[src/rtl/instruction_fetch_pkg.sv]
// Shared fetch-stage types: FSM state encoding and instruction size.
package FetchStatesPackage;

    typedef enum logic [2:0] {
        IDLE,
        REQUEST,
        WAIT,
        HOLD,
        DRAIN
    } FetchState;

    localparam int unsigned INSTRUCTION_BYTES = 4;

endpackage

[src/rtl/instruction_fetch_pc_register.sv]
// Program counter for the fetch stage: reset vector, sequential increment and
// redirect load. Build macro IFETCH_ALIGN_CHECK_EN word-aligns redirect targets
// and raises a sticky addressError on a misaligned target; without it the
// target is loaded verbatim and addressError is tied low.
module pc_register
    import FetchStatesPackage::*;
#(
    parameter logic [31:0] RESET_VECTOR = 32'h0000_0000
)
(
    input  logic        clk,
    input  logic        rst,
    input  logic        load,
    input  logic [31:0] loadTarget,
    input  logic        increment,
    output logic [31:0] pc,
    output logic        addressError
);

    logic [31:0] pcReg;
    logic [31:0] pcNext;
    logic [31:0] loadValue;

`ifdef IFETCH_ALIGN_CHECK_EN
    logic errorReg;

    assign loadValue    = {loadTarget[31:2], 2'b00};
    assign addressError = errorReg;

    // Sticky misalignment flag, cleared only by reset
    always_ff @(posedge clk or negedge rst) begin
        if (!rst) begin
            errorReg <= 1'b0;
        end else if (load && (loadTarget[1:0] != 2'b00)) begin
            errorReg <= 1'b1;
        end
    end
`else
    assign loadValue    = loadTarget;
    assign addressError = 1'b0;
`endif

    // Redirect wins over the sequential step; 32-bit wrap is intentional
    always_comb begin
        pcNext = pcReg;
        if (load) begin
            pcNext = loadValue;
        end else if (increment) begin
            pcNext = pcReg + 32'(INSTRUCTION_BYTES);
        end
    end

    // PC flop
    always_ff @(posedge clk or negedge rst) begin
        if (!rst) begin
            pcReg <= RESET_VECTOR;
        end else begin
            pcReg <= pcNext;
        end
    end

    assign pc = pcReg;

endmodule

[src/rtl/instruction_fetch.sv]
// Fetch stage: single-outstanding instruction memory reads, holds the fetched
// word until decode consumes it, and honours branch-unit redirects by flushing
// whatever is held or in flight. Optional build macro: IFETCH_ALIGN_CHECK_EN
// (word-aligned redirects with sticky addressError).
module instruction_fetch
    import FetchStatesPackage::*;
#(
    parameter logic [31:0] RESET_VECTOR = 32'h0000_0000
)
(
    input  logic        clk,
    input  logic        rst,
    input  logic        shouldUseNewPC,
    input  logic [31:0] branchTo,
    input  logic        stall,
    output logic        imemRead,
    output logic [31:0] imemAddress,
    input  logic [31:0] imemReadData,
    input  logic        imemReady,
    output logic [31:0] instruction,
    output logic [31:0] pcAddress,
    output logic        instructionValid,
    output logic        addressError
);

    FetchState   stateReg;
    FetchState   stateNext;
    logic        pcIncrement;
    logic        captureData;
    logic        dropValid;
    logic [31:0] pc;
    logic [31:0] instructionReg;
    logic [31:0] pcAddressReg;
    logic        validReg;

    // A redirect always reloads the PC, whatever state we are in
    pc_register #(
        .RESET_VECTOR (RESET_VECTOR)
    ) pcRegister (
        .clk          (clk),
        .rst          (rst),
        .load         (shouldUseNewPC),
        .loadTarget   (branchTo),
        .increment    (pcIncrement),
        .pc           (pc),
        .addressError (addressError)
    );

    // FSM state register
    always_ff @(posedge clk or negedge rst) begin
        if (!rst) begin
            stateReg <= IDLE;
        end else begin
            stateReg <= stateNext;
        end
    end

    // Next state and control strobes; redirect is checked first everywhere
    always_comb begin
        stateNext   = stateReg;
        pcIncrement = 1'b0;
        captureData = 1'b0;
        dropValid   = 1'b0;
        unique case (stateReg)
            IDLE: begin
                stateNext = REQUEST;
            end
            REQUEST: begin
                stateNext = shouldUseNewPC ? DRAIN : WAIT;
            end
            WAIT: begin
                if (shouldUseNewPC) begin
                    // A response arriving with the redirect is simply dropped
                    stateNext = imemReady ? REQUEST : DRAIN;
                end else if (imemReady) begin
                    captureData = 1'b1;
                    stateNext   = HOLD;
                end
            end
            HOLD: begin
                if (shouldUseNewPC) begin
                    dropValid = 1'b1;
                    stateNext = REQUEST;
                end else if (!stall) begin
                    dropValid   = 1'b1;
                    pcIncrement = 1'b1;
                    stateNext   = REQUEST;
                end
            end
            DRAIN: begin
                // A fresh redirect only moves the PC; the stale read still
                // has to come back before a new one may be issued
                if (imemReady) begin
                    stateNext = REQUEST;
                end
            end
            default: begin
                stateNext = IDLE;
            end
        endcase
    end

    // Output registers: capture on response, clear on consume or flush
    always_ff @(posedge clk or negedge rst) begin
        if (!rst) begin
            instructionReg <= 32'h0000_0000;
            pcAddressReg   <= 32'h0000_0000;
            validReg       <= 1'b0;
        end else if (captureData) begin
            instructionReg <= imemReadData;
            pcAddressReg   <= pc;
            validReg       <= 1'b1;
        end else if (dropValid) begin
            validReg       <= 1'b0;
        end
    end

    assign imemRead         = (stateReg == REQUEST);
    assign imemAddress      = pc;
    assign instruction      = instructionReg;
    assign pcAddress        = pcAddressReg;
    assign instructionValid = validReg;

endmodule

[config.mk]
export PLATFORM = sky130hd
export DESIGN_NAME = instruction_fetch
export DESIGN_NICKNAME = d
export VERILOG_FILES = /design/src/rtl/instruction_fetch_pkg.sv /design/src/rtl/instruction_fetch_pc_register.sv /design/src/rtl/instruction_fetch.sv
export SDC_FILE = /design/constraint.sdc
export NUM_CORES = 1
export LEC_CHECK = 0
export ABC_AREA = 1
export BUFFER_PORTS_ARGS = -buffer_cell sky130_fd_sc_hd__buf_2
export CAP_MARGIN = 20
export CORE_ASPECT_RATIO = 0.75
export CORE_MARGIN = 5
export CORE_UTILIZATION = 54
export CTS_CLUSTER_SIZE = 12
export DETAILED_ROUTE_END_ITERATION = 7
export PLACE_DENSITY = 0.87
export SYNTH_ARGS = -nofsm -noshare
export SYNTH_HDL_FRONTEND = slang
export SYNTH_SLANG_ARGS = --single-unit
export TNS_END_PERCENT = 1
[constraint.sdc]
create_clock -name clk -period 3.7 [get_ports clk]
set_input_delay 0.74 -clock clk [delete_from_list [all_inputs] [get_ports clk]]
set_output_delay 0.74 -clock clk [all_outputs]
set_load 0.01 [all_outputs]
# After elaboration in Yosys (flattened, before gate mapping)
# Index checks and enable logic that the tools add are counted.
dict set report word_totals {
  reg_bits 100
  input_bits 69
  output_inout_bits 99
  wordCells 37
}
dict set report op_classes {
  n_eq_ne 7
  add_sub_neg 1
  n_reduce_logical 4
  mux 20
}
# operator count
set op_table {}
lappend op_table {{$mux 32} 2}
lappend op_table {{$add 32x3->32 const B} 1}
lappend op_table {{$mux 3} 7}
lappend op_table {{$pmux 3 s5} 1}
lappend op_table {{$mux 1} 10}
lappend op_table {{$eq 3x2->1 const B} 2}
lappend op_table {{$ne 3x3->1 const B} 2}
lappend op_table {{$reduce_bool 2->1} 2}
lappend op_table {{$eq 3x1->1 const B} 1}
lappend op_table {{$eq 3x3->1 const B} 1}
lappend op_table {{$logic_not 3->1} 1}
lappend op_table {{$reduce_and 3->1} 1}
lappend op_table {{$ne 2x2->1 const B} 1}

# Logic depth before layout (Yosys ltp)
# Gate-level depths: netlist (run 1).
dict set report logic_depth {
  word_depth 5
  ltp_mapped 11
  ltp_nobuf 10
}

# By module
# Synthesis (run 1) repeated with hierarchy kept, for this count alone.
dict set report unflattened {
  cells_unflattened 624
  hier_area_um2 5175.0
}
# module area_per_inst_um2 seq_area_each_um2 instances cells_each
set modules_own_cells {}
lappend modules_own_cells {instruction_fetch 3004.1 1701.6 1 307}
lappend modules_own_cells {pc_register 2170.8 800.8 1 317}

# Worst setup path before layout (run 1)
# Ideal clock, no wire load.
dict set report synth_path {
  path_type {in2reg}
  startpoint {input port shouldUseNewPC}
  endpoint {register pcRegister.pcReg[8] (netlist: pcRegister.pc[8])}
  setup_ps 122
  arrival_time_ps 1494
  t_required_ps 3578
  slack_ps 2084
  stages 8
  n_path_buf 1
  path_cell_list {inv_2 > nand2_1 > inv_1 > nor2_1 > buf_2 > nand4_1 > o21ai_0 > nor2_1}
}
dict set report synth_via {
  elab_chain_len 3
  word_cells_on_any_way 4
  classes_between {mux: 3; reduce/logical: 1}
}
# item line
set synth_lines {}
lappend synth_lines {{from (decl)} instruction_fetch.sv:13} ;# input logic shouldUseNewPC,
lappend synth_lines {{$mux 1} instruction_fetch.sv:81} ;# if (shouldUseNewPC) begin
lappend synth_lines {{$mux 1} instruction_fetch.sv:64} ;# unique case (stateReg)
lappend synth_lines {{$reduce_bool 2->1 (no line)} --}
lappend synth_lines {{to (signal assigned)} instruction_fetch_pc_register.sv:58} ;# pcReg <= pcNext;
lappend synth_lines {{to (decl)} instruction_fetch_pc_register.sv:20} ;# logic [31:0] pcReg;
# Several ways; a longest one is shown, not always the timed one.
# A chain may end at the register's enable or synchronous reset.

# Worst setup path after layout (run 1)
dict set report layout_path {
  startpoint {input port shouldUseNewPC}
  endpoint {register pcRegister.pcReg[4] (netlist: pcRegister.pc[4])}
}
# The elaborated chain is that of the path after synthesis.

==> results.yml, run 1 <==
status:
  run_status: "finished clean"
grt:
  grt_max_degree: 67
  grt.overflow.total: 0
  grt_pass1_vias: 4479
  grt_antenna_before_repair: 0
  grt.total_usage: 0.255
  grt_pass1_wl_mm: 22.4
power_and_ir_drop:
  p_total_mw: 4.25
  powerDensity_mw_per_mm2: 703
  pwr-share-seq: 0.429
  p_sw_frac: 0.378
  power_switching_mw: 1.60
  ir_drop_v: 0.000370
  internal-power_mw: 2.64
  p_comb_frac: 0.344
  leakage_nw: 3.17
  clkPwrFrac: 0.227
timing:
  tightestPinTransition_ns: 0.886
  rsz0062_at_grt: "no"
  tns_ns: 0
  timing.fmax_mhz: 440
  whs_ns: 0.473
  finalClockSkew_ns: 0.00773
  worst_slack_ns: 1.43
  final.min_clock_period_ns: 2.27
  slew_viol_final: 0
  fin_crit_sh: 0.615
  slew_headroom: 0.407
  finalSetupViolCount: 0
  finalHoldViolations: 0
logic_synthesis:
  synthCells: 580
  avgSynthCellArea_um2: 8.43
  synth-seq-area-share: 0.512
  yosysWarnings: 0
  synth_commonest_cells: "nand2_1 (166), dfrtp_1 (100), nor2_1 (86)"
  synth.area.top_cells: "dfrtp_1 (51%), nand2_1 (13%), mux2_1 (8.5%)"
  yosysMostFrequentCell: "nand2_1"
  ys_async_sr_fraction: 1.00
  synth-main-ff-cell: "dfrtp_1"
  synth_seq_cells: 100
  syn_area_mm2: 0.00489
  synth_edf_count: 0
  yosysTopAreaCellShare: 0.512
  synth_top_cell_by_area: "dfrtp_1"
  synth_cell_types: 34
  synth_nets: 650
detailed_routing:
  drtIter0Drc: 580
  dr.pass1.iters: 5
  vias: 4577
  drt_wl_total_mm: 14.0
  vias_per_cell: 5.35
  drc: 0
  drt.antenna.violating_nets: 0
  wl_per_cell_um: 16.4
critical_path:
  critPathCapture: "pcRegister.pc[4]"
  end_kind: "register"
  r2r_start: "stateReg[2]"
  reg2reg_depth: 7
  startpoint: "shouldUseNewPC"
  crit_type: "input port to register"
  rrSetupSlack_ns: 1.57
  rr_endpoint: "pcAddress[26]"
  worstPathRequired_ns: 3.90
  worst-path-max-fanout: 21
  arrival_ns: 2.47
  startpoint_type: "input port"
place:
  dp_hpwl_mm: 10.5
  place_congestion: 0.900
  placed_area_mm2: 0.00574
  dp.cells: 839
  place_ws_ns: 1.11
  port-buffer-count: 166
cells_and_area:
  final_util: 0.676
  regArea_mm2: 0.00250
  final_cell_area_mm2: 0.00604
  area_growth_pct: 23.6
  finalNetCount: 808
  instances_no_fill: 855
  layout-drive-gt1-share: 0.266
  antenna_cells: 0
  multi_input_area_mm2: 0.00206
  fill_cells: 751
clocking:
  postCtsSetupRepairBufs: 0
  ctsHoldBuffers: 0
  h-tree-depth: 3
  cts_root_buf: "clkbuf_16"
  cts_buffers: 9
  ctsLongestPathBuffers: 2
  post_cts_resized: 0
  path_clk_slew_ns: 0.07
  clock_latency_ns: 0.35
  cts_tree: "built"
  clock_sinks: 100
floorplanning:
  rows: 30
  start_util: 0.547
  coreArea_mm2: 0.00893
  dieArea_mm2: 0.0111
  die_x_um: 120
  io_pins: 168
  die_h_um: 92.4
flow_run:
  max-cap-violations: 0
min_path:
  holdPathStages: 2
  hold_start: "instructionValid"
  hold_path.class: "register to register"
==> critical path: stages <==
cell and delay (ns):
buf_2 0.35, inv_2 0.11, nand2_1 0.11, inv_1 0.07, nor2_1 0.69, nand3_1 0.17, o21ai_0 0.16, a31oi_1 0.07
==> state kept, by name, summed over array words and instances, names as in the netlist <==
register,flops
instructionValid,1
pcRegister.pc,32
instruction,32
stateReg,3
pcAddress,32
==> logic make-up after synthesis <==
logic type	share of synthesized area
AND/OR/NAND/NOR	0.250
flip-flops	0.512
buffers and inverters	0.0663
AO/OA/AOI/OAI	0.0755
multiplexers	0.0875
XOR/XNOR	0.00538
adder cells (fa/ha/maj)	0.00256
other	0.000767
==> power groups by stage <==
stage	Sequential, mW	Combinational (mW)	Clock [mW]
final	1.82	1.46	0.962
after global routing	1.87	1.61	1.02
after CTS	1.82	1.48	0.970
after detailed placement	1.83	1.47	0
after global placement	1.80	1.41	0
after floorplan	1.98	0.619	0
==> layout make-up <==
cell class | count | share of cell area
flip-flops and latches | 100 | 0.414
repair buffers | 170 | 0.143
inverters | 47 | 0.0292
well taps | 112 | 0.0232
multi-input cells | 410 | 0.341
clock buffers | 9 | 0.0373
clock inverters | 7 | 0.0122
==> cell usage in the layout, fill, tap and decap left out, drive strengths merged <==
cell | synthesis | layout
o21ai | 43 | 43
clkbuf | 7 | 9
a32oi | 1 | 1
a211oi | 3 | 3
buf | 16 | 170
inv | 47 | 50
mux2 | 38 | 38
a41oi | 1 | 1
dfrtp | 100 | 100
nand4 | 3 | 3
bufinv | 0 | 1
nor3 | 4 | 4
a31oi | 2 | 2
and2 | 1 | 1
nand2 | 168 | 168
conb | 1 | 1
a221o | 1 | 1
xor2 | 3 | 3
o22ai | 6 | 6
nand3 | 33 | 33
clkinv | 0 | 3
a21oi | 10 | 10
ha | 1 | 1
nor2 | 91 | 91
==> metal layers <==
metal | track usage | vias up | share of wire
met5 | 0 | - | 0
met4 | 0.0877 | 0 | 0.017
met3 | 0.0531 | 24 | 0.083
met2 | 0.418 | 223 | 0.49
met1 | 0.339 | 2152 | 0.41
li1 | - | 2178 | -
==> worst min-delay path by stage <==
| stage | endpoint |
|---|---|
| after floorplan | instructionValid |
| after global placement | instructionValid |
| after detailed placement | instructionValid |
| after CTS | instructionValid |
| after global routing | instructionValid |
| final | instructionValid |
No activity file was read; power rests on OpenSTA's default activity.
==> inputs of run 2 (changes only) <==
--- a/config.mk
+++ b/config.mk
@@ -10,10 +10,10 @@
 export CAP_MARGIN = 20
 export CORE_ASPECT_RATIO = 0.75
 export CORE_MARGIN = 5
-export CORE_UTILIZATION = 54
+export CORE_UTILIZATION = 50
 export CTS_CLUSTER_SIZE = 12
 export DETAILED_ROUTE_END_ITERATION = 7
-export PLACE_DENSITY = 0.87
+export PLACE_DENSITY = 0.82
 export SYNTH_ARGS = -nofsm -noshare
 export SYNTH_HDL_FRONTEND = slang
 export SYNTH_SLANG_ARGS = --single-unit
==> constraint.sdc (replaced) <==
create_clock -name clk -period 2.24 [get_ports clk]
set_input_delay 0.448 -clock clk [delete_from_list [all_inputs] [get_ports clk]]
set_output_delay 0.448 -clock clk [all_outputs]
set_load 0.01 [all_outputs]
==> run 2 against run 1 <==
Net effect:
- non-clock buffer count rose by 2
- largest cell class unchanged
- clock skew rose by 0.0011 ns
- utilization down 4.2 points
- sequential share of layout area down 0.41 points
- power increased by 63%
- critical path type is now register to register
==> results.yml, run 2 (synthesis results as in run 1) <==
cells_and_area:
  regArea_mm2: 0.00250
  layout-drive-gt1-share: 0.267
  antenna_cells: 0
  multi_input_area_mm2: 0.00206
  area_growth_pct: 24.9
  final_common_cell: "nand2_1"
  fill_cells: 862
  finalNetCount: 810
  instances_no_fill: 877
  mostFrequentLayoutCells: "nand2_1 (166), buf_2 (165), dfrtp_1 (100)"
grt:
  grt.overflow.total: 0
  grt_antenna_before_repair: 0
  grt_max_degree: 85
  grt.total_usage: 0.238
  grt_pass1_vias: 4416
  grt_pass1_wl_mm: 21.8
min_path:
  hold_start: "branchTo[1]"
  hold_path.class: "input port to register"
  hold_end: "pcRegister.pc[1]"
  holdPathStages: 3
place:
  dp.cells: 860
  place_ws_ns: 0.361
  port-buffer-count: 166
  place_congestion: 0.896
  dp_hpwl_mm: 10.3
critical_path:
  crit_slowest_cell: "dfrtp_1"
  arrival_ns: 2.12
  crit_path_frequent_cell: "nand2_1"
  reg2reg_depth: 10
  rrSetupSlack_ns: 0.36
  crit_type: "register to register"
  rr_endpoint: "pcRegister.pc[26]"
  worst-path-max-fanout: 5
  slowest_delay_ns: 0.42
  startpoint_type: "register"
  r2r_start: "pcRegister.pc[3]"
  end_kind: "register"
  worstPathRequired_ns: 2.48
  worstPathCellList: "ha_1 -> nand2_1 -> nor2_1 -> nand2_1 -> nor2_1 -> nand2_1 -> nand2_1 -> nand3_1 -> nand2_1 -> nand2_1"
power_and_ir_drop:
  p_sw_frac: 0.382
  internal-power_mw: 4.28
  clkPwrFrac: 0.220
  powerDensity_mw_per_mm2: 1140
  power_switching_mw: 2.65
  pwr-share-seq: 0.432
  ir_drop_v: 0.000618
  p_comb_frac: 0.348
  leakage_nw: 3.18
clocking:
  postCtsSetupRepairBufs: 0
  cts_root_buf: "clkbuf_16"
  cts_buffers: 9
  ctsHoldBuffers: 1
  clock_sinks: 100
  post_cts_resized: 0
  path_clk_slew_ns: 0.07
  h-tree-depth: 3
  ctsLongestPathBuffers: 2
  cts_tree: "built"
  clock_latency_ns: 0.35
floorplanning:
  dieArea_mm2: 0.0119
  die_h_um: 95.6
  coreArea_mm2: 0.00962
  die_x_um: 124
  io_pins: 168
  rows: 31
  start_util: 0.508
timing:
  timing.fmax_mhz: 532
  tns_ns: 0
  rsz0062_at_grt: "no"
  tightestPinTransition_ns: 0.511
  finalHoldViolations: 0
  finalSetupViolCount: 0
  final.min_clock_period_ns: 1.88
  fin_crit_sh: 0.838
  slew_viol_final: 0
  slew_headroom: 0.659
  finalClockSkew_ns: 0.00881
  worst_slack_ns: 0.362
detailed_routing:
  dr.pass1.iters: 5
  drtIter0Drc: 427
  wl_per_cell_um: 15.5
  drt.antenna.violating_nets: 0
  drt_wl_total_mm: 13.6
  drc: 0
  vias: 4512
  vias_per_cell: 5.14
flow_run:
  max-cap-violations: 0
status:
  run_status: "finished clean"
## run 2: cell types whose count changed in the layout (fill, tap and decap cells not counted)
cell / change
clkinv_2: -3
inv_8: +1
dlygate4sd3_1: +1
bufinv_16: -1
buf_12: +2
clkinv_4: +3
buf_4: -1
## run 2: final cells by class
cell class | instances | share of cell area
clock buffers | 9 | 0.0369
inverters | 47 | 0.0289
repair buffers | 172 | 0.148
flip-flops and latches | 100 | 0.410
well taps | 132 | 0.0271
multi-input cells | 410 | 0.338
clock inverters | 7 | 0.0109
## run 2: metal layers
layer  GRT usage  up-vias  part of all wire
met4      0.0848        0             0.020
met1       0.316     2137              0.41
met3      0.0498       28             0.073
met2       0.388      164              0.49
li1            -     2183                 -
met5           0        -                 0
## run 2: per-stage QoR
step / util / total power [mW] / area [um^2] / hold slack, ns
2_1_floorplan: - / 4.29 / 4890 / 0.152
3_3_place_gp: 0.603 / 5.32 / 5800 / 0.346
3_5_place_dp: 0.603 / 5.44 / 5800 / 0.349
4_1_cts: 0.634 / 6.98 / 6100 / 0.292
5_1_grt: 0.634 / 7.37 / 6100 / 0.298
6_report: 0.634 / 6.93 / 6100 / 0.301
## run 2: how the worst max path moves through the flow
stage,start,endpoint,depth (start not counted)
floorplan,pcRegister.pc[3],pcRegister.pc[26],10
global placement,pcRegister.pc[3],pcRegister.pc[22],10
detailed placement,shouldUseNewPC,pcRegister.pc[10],8
CTS,pcRegister.pc[3],pcRegister.pc[26],10
global route,pcRegister.pc[3],pcRegister.pc[22],10
finish,pcRegister.pc[3],pcRegister.pc[26],10
## run 2: worst max-delay path, delay by kind of cell (launching register included)
kind	cells	cell delay, ns
adders and majority gates	1	0.20
DFF	1	0.42
and+or+nand+nor	9	1.15
## run 2: power groups by stage
stage / Combinational, mW / Clock (mW) / Sequential (mW)
6_report: 2.41 / 1.53 / 2.99
5_1_grt: 2.67 / 1.62 / 3.08
4_1_cts: 2.44 / 1.55 / 2.99
3_5_place_dp: 2.43 / 0 / 3.01
3_3_place_gp: 2.36 / 0 / 2.97
2_1_floorplan: 1.02 / 0 / 3.27
==> inputs of run 3 (changes only) <==
==> constraint.sdc (replaced) <==
create_clock -name clk -period 1.92 [get_ports clk]
set_input_delay 0.384 -clock clk [delete_from_list [all_inputs] [get_ports clk]]
set_output_delay 0.384 -clock clk [all_outputs]
set_load 0.01 [all_outputs]
==> run 3 against run 2 <==
Net effect:
- via count is 1.2% higher
- clock-buffer cell count is 2 higher
- clock skew is 0.0011 ns higher
- power is 17% higher
- critical endpoint is now imemRead
- the run now ends with negative hold slack left
- highest routed layer unchanged
- sequential share of layout area is 0.28 points lower
- utilization is 0.44 points higher
==> results.yml, run 3 (synthesis results as in run 1) <==
clocking:
  cts_root_buf: "clkbuf_16"
  cts_buffers: 9
  clock_latency_ns: 0.35
  ctsLongestPathBuffers: 2
  cts_tree: "built"
  h-tree-depth: 3
  clock_sinks: 100
  ctsHoldBuffers: 0
  path_clk_slew_ns: 0.07
  post_cts_resized: 0
  postCtsSetupRepairBufs: 0
detailed_routing:
  vias: 4566
  drt.antenna.violating_nets: 0
  wl_per_cell_um: 15.5
  vias_per_cell: 5.19
  drtIter0Drc: 416
  dr.pass1.iters: 5
  drc: 0
  drt_wl_total_mm: 13.7
critical_path:
  worst-path-max-fanout: 4
  worstPathRequired_ns: 1.54
  crit_type: "register to primary output"
  end_kind: "primary output"
  startpoint_type: "register"
  arrival_ns: 1.35
  reg2reg_depth: 9
floorplanning:
  io_pins: 168
  rows: 31
  dieArea_mm2: 0.0119
  start_util: 0.508
  die_h_um: 95.6
  coreArea_mm2: 0.00962
  die_x_um: 124
place:
  port-buffer-count: 166
  dp_hpwl_mm: 10.4
  place_congestion: 0.968
grt:
  grt_pass1_wl_mm: 21.6
  grt_pass1_vias: 4365
  grt.total_usage: 0.235
  grt.overflow.total: 0
  grt_antenna_before_repair: 0
  grt_max_degree: 85
power_and_ir_drop:
  leakage_nw: 3.20
  ir_drop_v: 0.000672
  clkPwrFrac: 0.223
  powerDensity_mw_per_mm2: 1330
  pwr-share-seq: 0.427
  p_sw_frac: 0.372
  internal-power_mw: 5.12
  power_switching_mw: 3.03
  p_comb_frac: 0.350
cells_and_area:
  mostFrequentLayoutCells: "nand2_1 (166), buf_2 (165), dfrtp_1 (100)"
  antenna_cells: 0
  area_growth_pct: 25.7
  final_common_cell: "nand2_1"
  layout-drive-gt1-share: 0.274
  finalNetCount: 812
timing:
  tns_ns: 0
  final.min_clock_period_ns: 1.73
  fin_crit_sh: 0.903
  slew_viol_final: 0
  finalHoldViolations: 14
  timing.fmax_mhz: 577
  whs_ns: -0.00494
  finalSetupViolCount: 0
  rsz0062_at_grt: "no"
  finalClockSkew_ns: 0.00993
flow_run:
  max-cap-violations: 0
status:
  run_status: "finished, violations left"
  violations: "negative hold slack"
min_path:
  hold_path.class: "input port to async pin"
run 3: cell types whose count changed in the layout (fill, tap and decap cells not counted), moves of 2 or more:
cell	previous run	this run
nor2_2	4	8
nor2_1	86	82
inv_8	2	0
clkbuf_1	0	2
buf_4	4	6
run 3: per-layer routing:
| metal | up-vias | wire [um] | GRT usage |
|---|---|---|---|
| met2 | 178 | 6640 | 0.385 |
| met5 | - | 0 | 0 |
| met4 | 0 | 382 | 0.0884 |
| met3 | 27 | 1030 | 0.0463 |
| li1 | 2184 | - | - |
| met1 | 2177 | 5600 | 0.312 |
run 3: area by class of cell:
type | count | area, um^2
well taps | 132 | 165
clock buffers | 11 | 233
fillers | 860 | 3470
multi-input cells | 410 | 2080
repair buffers | 174 | 931
clock inverters | 5 | 61.3
flip-flops and latches | 100 | 2500
inverters | 47 | 176
run 3: worst max-delay path: stages (launching register included):
cell	delay, ns
dfrtp_1	0.44
inv_1	0.13
nor3_2	0.24
buf_2	0.20
run 3: worst paths after layout:
check | startpoint | to | slack, ns
setup / recovery | stateReg[0] | imemRead | 0.19
hold reg to reg | pcAddress[25] | pcAddress[25] | 0.48
min in group clk | imemReadData[28] | instruction[28] | 0.25
hold / removal | rst | pcRegister.pc[2] | -0.005
setup reg to reg | pcRegister.pc[2] | pcRegister.pc[19] | 0.23
max in group asynchronous | rst | stateReg[2] | 1.33
run 3: per-stage QoR:
stage	total power [mW]	utilization	area (um^2)	cells	worst slack, ns
after floorplan	5.00	-	4890	580	0.372
after global placement	6.22	0.607	5840	863	0.252
after global routing	8.68	0.639	6150	879	0.0686
after detailed placement	6.36	0.607	5840	863	0.169
after CTS	8.18	0.637	6130	879	0.108
final	8.15	0.639	6150	879	0.186
run 3: power groups by stage:
stage          clock network [mW]  logic (mW)  registers [mW]
3_3_place_gp                    0        2.77            3.45
3_5_place_dp                    0        2.86            3.50
5_1_grt                      1.93        3.16            3.59
4_1_cts                      1.84        2.87            3.47
6_report                     1.81        2.85            3.48
2_1_floorplan                   0        1.19            3.81
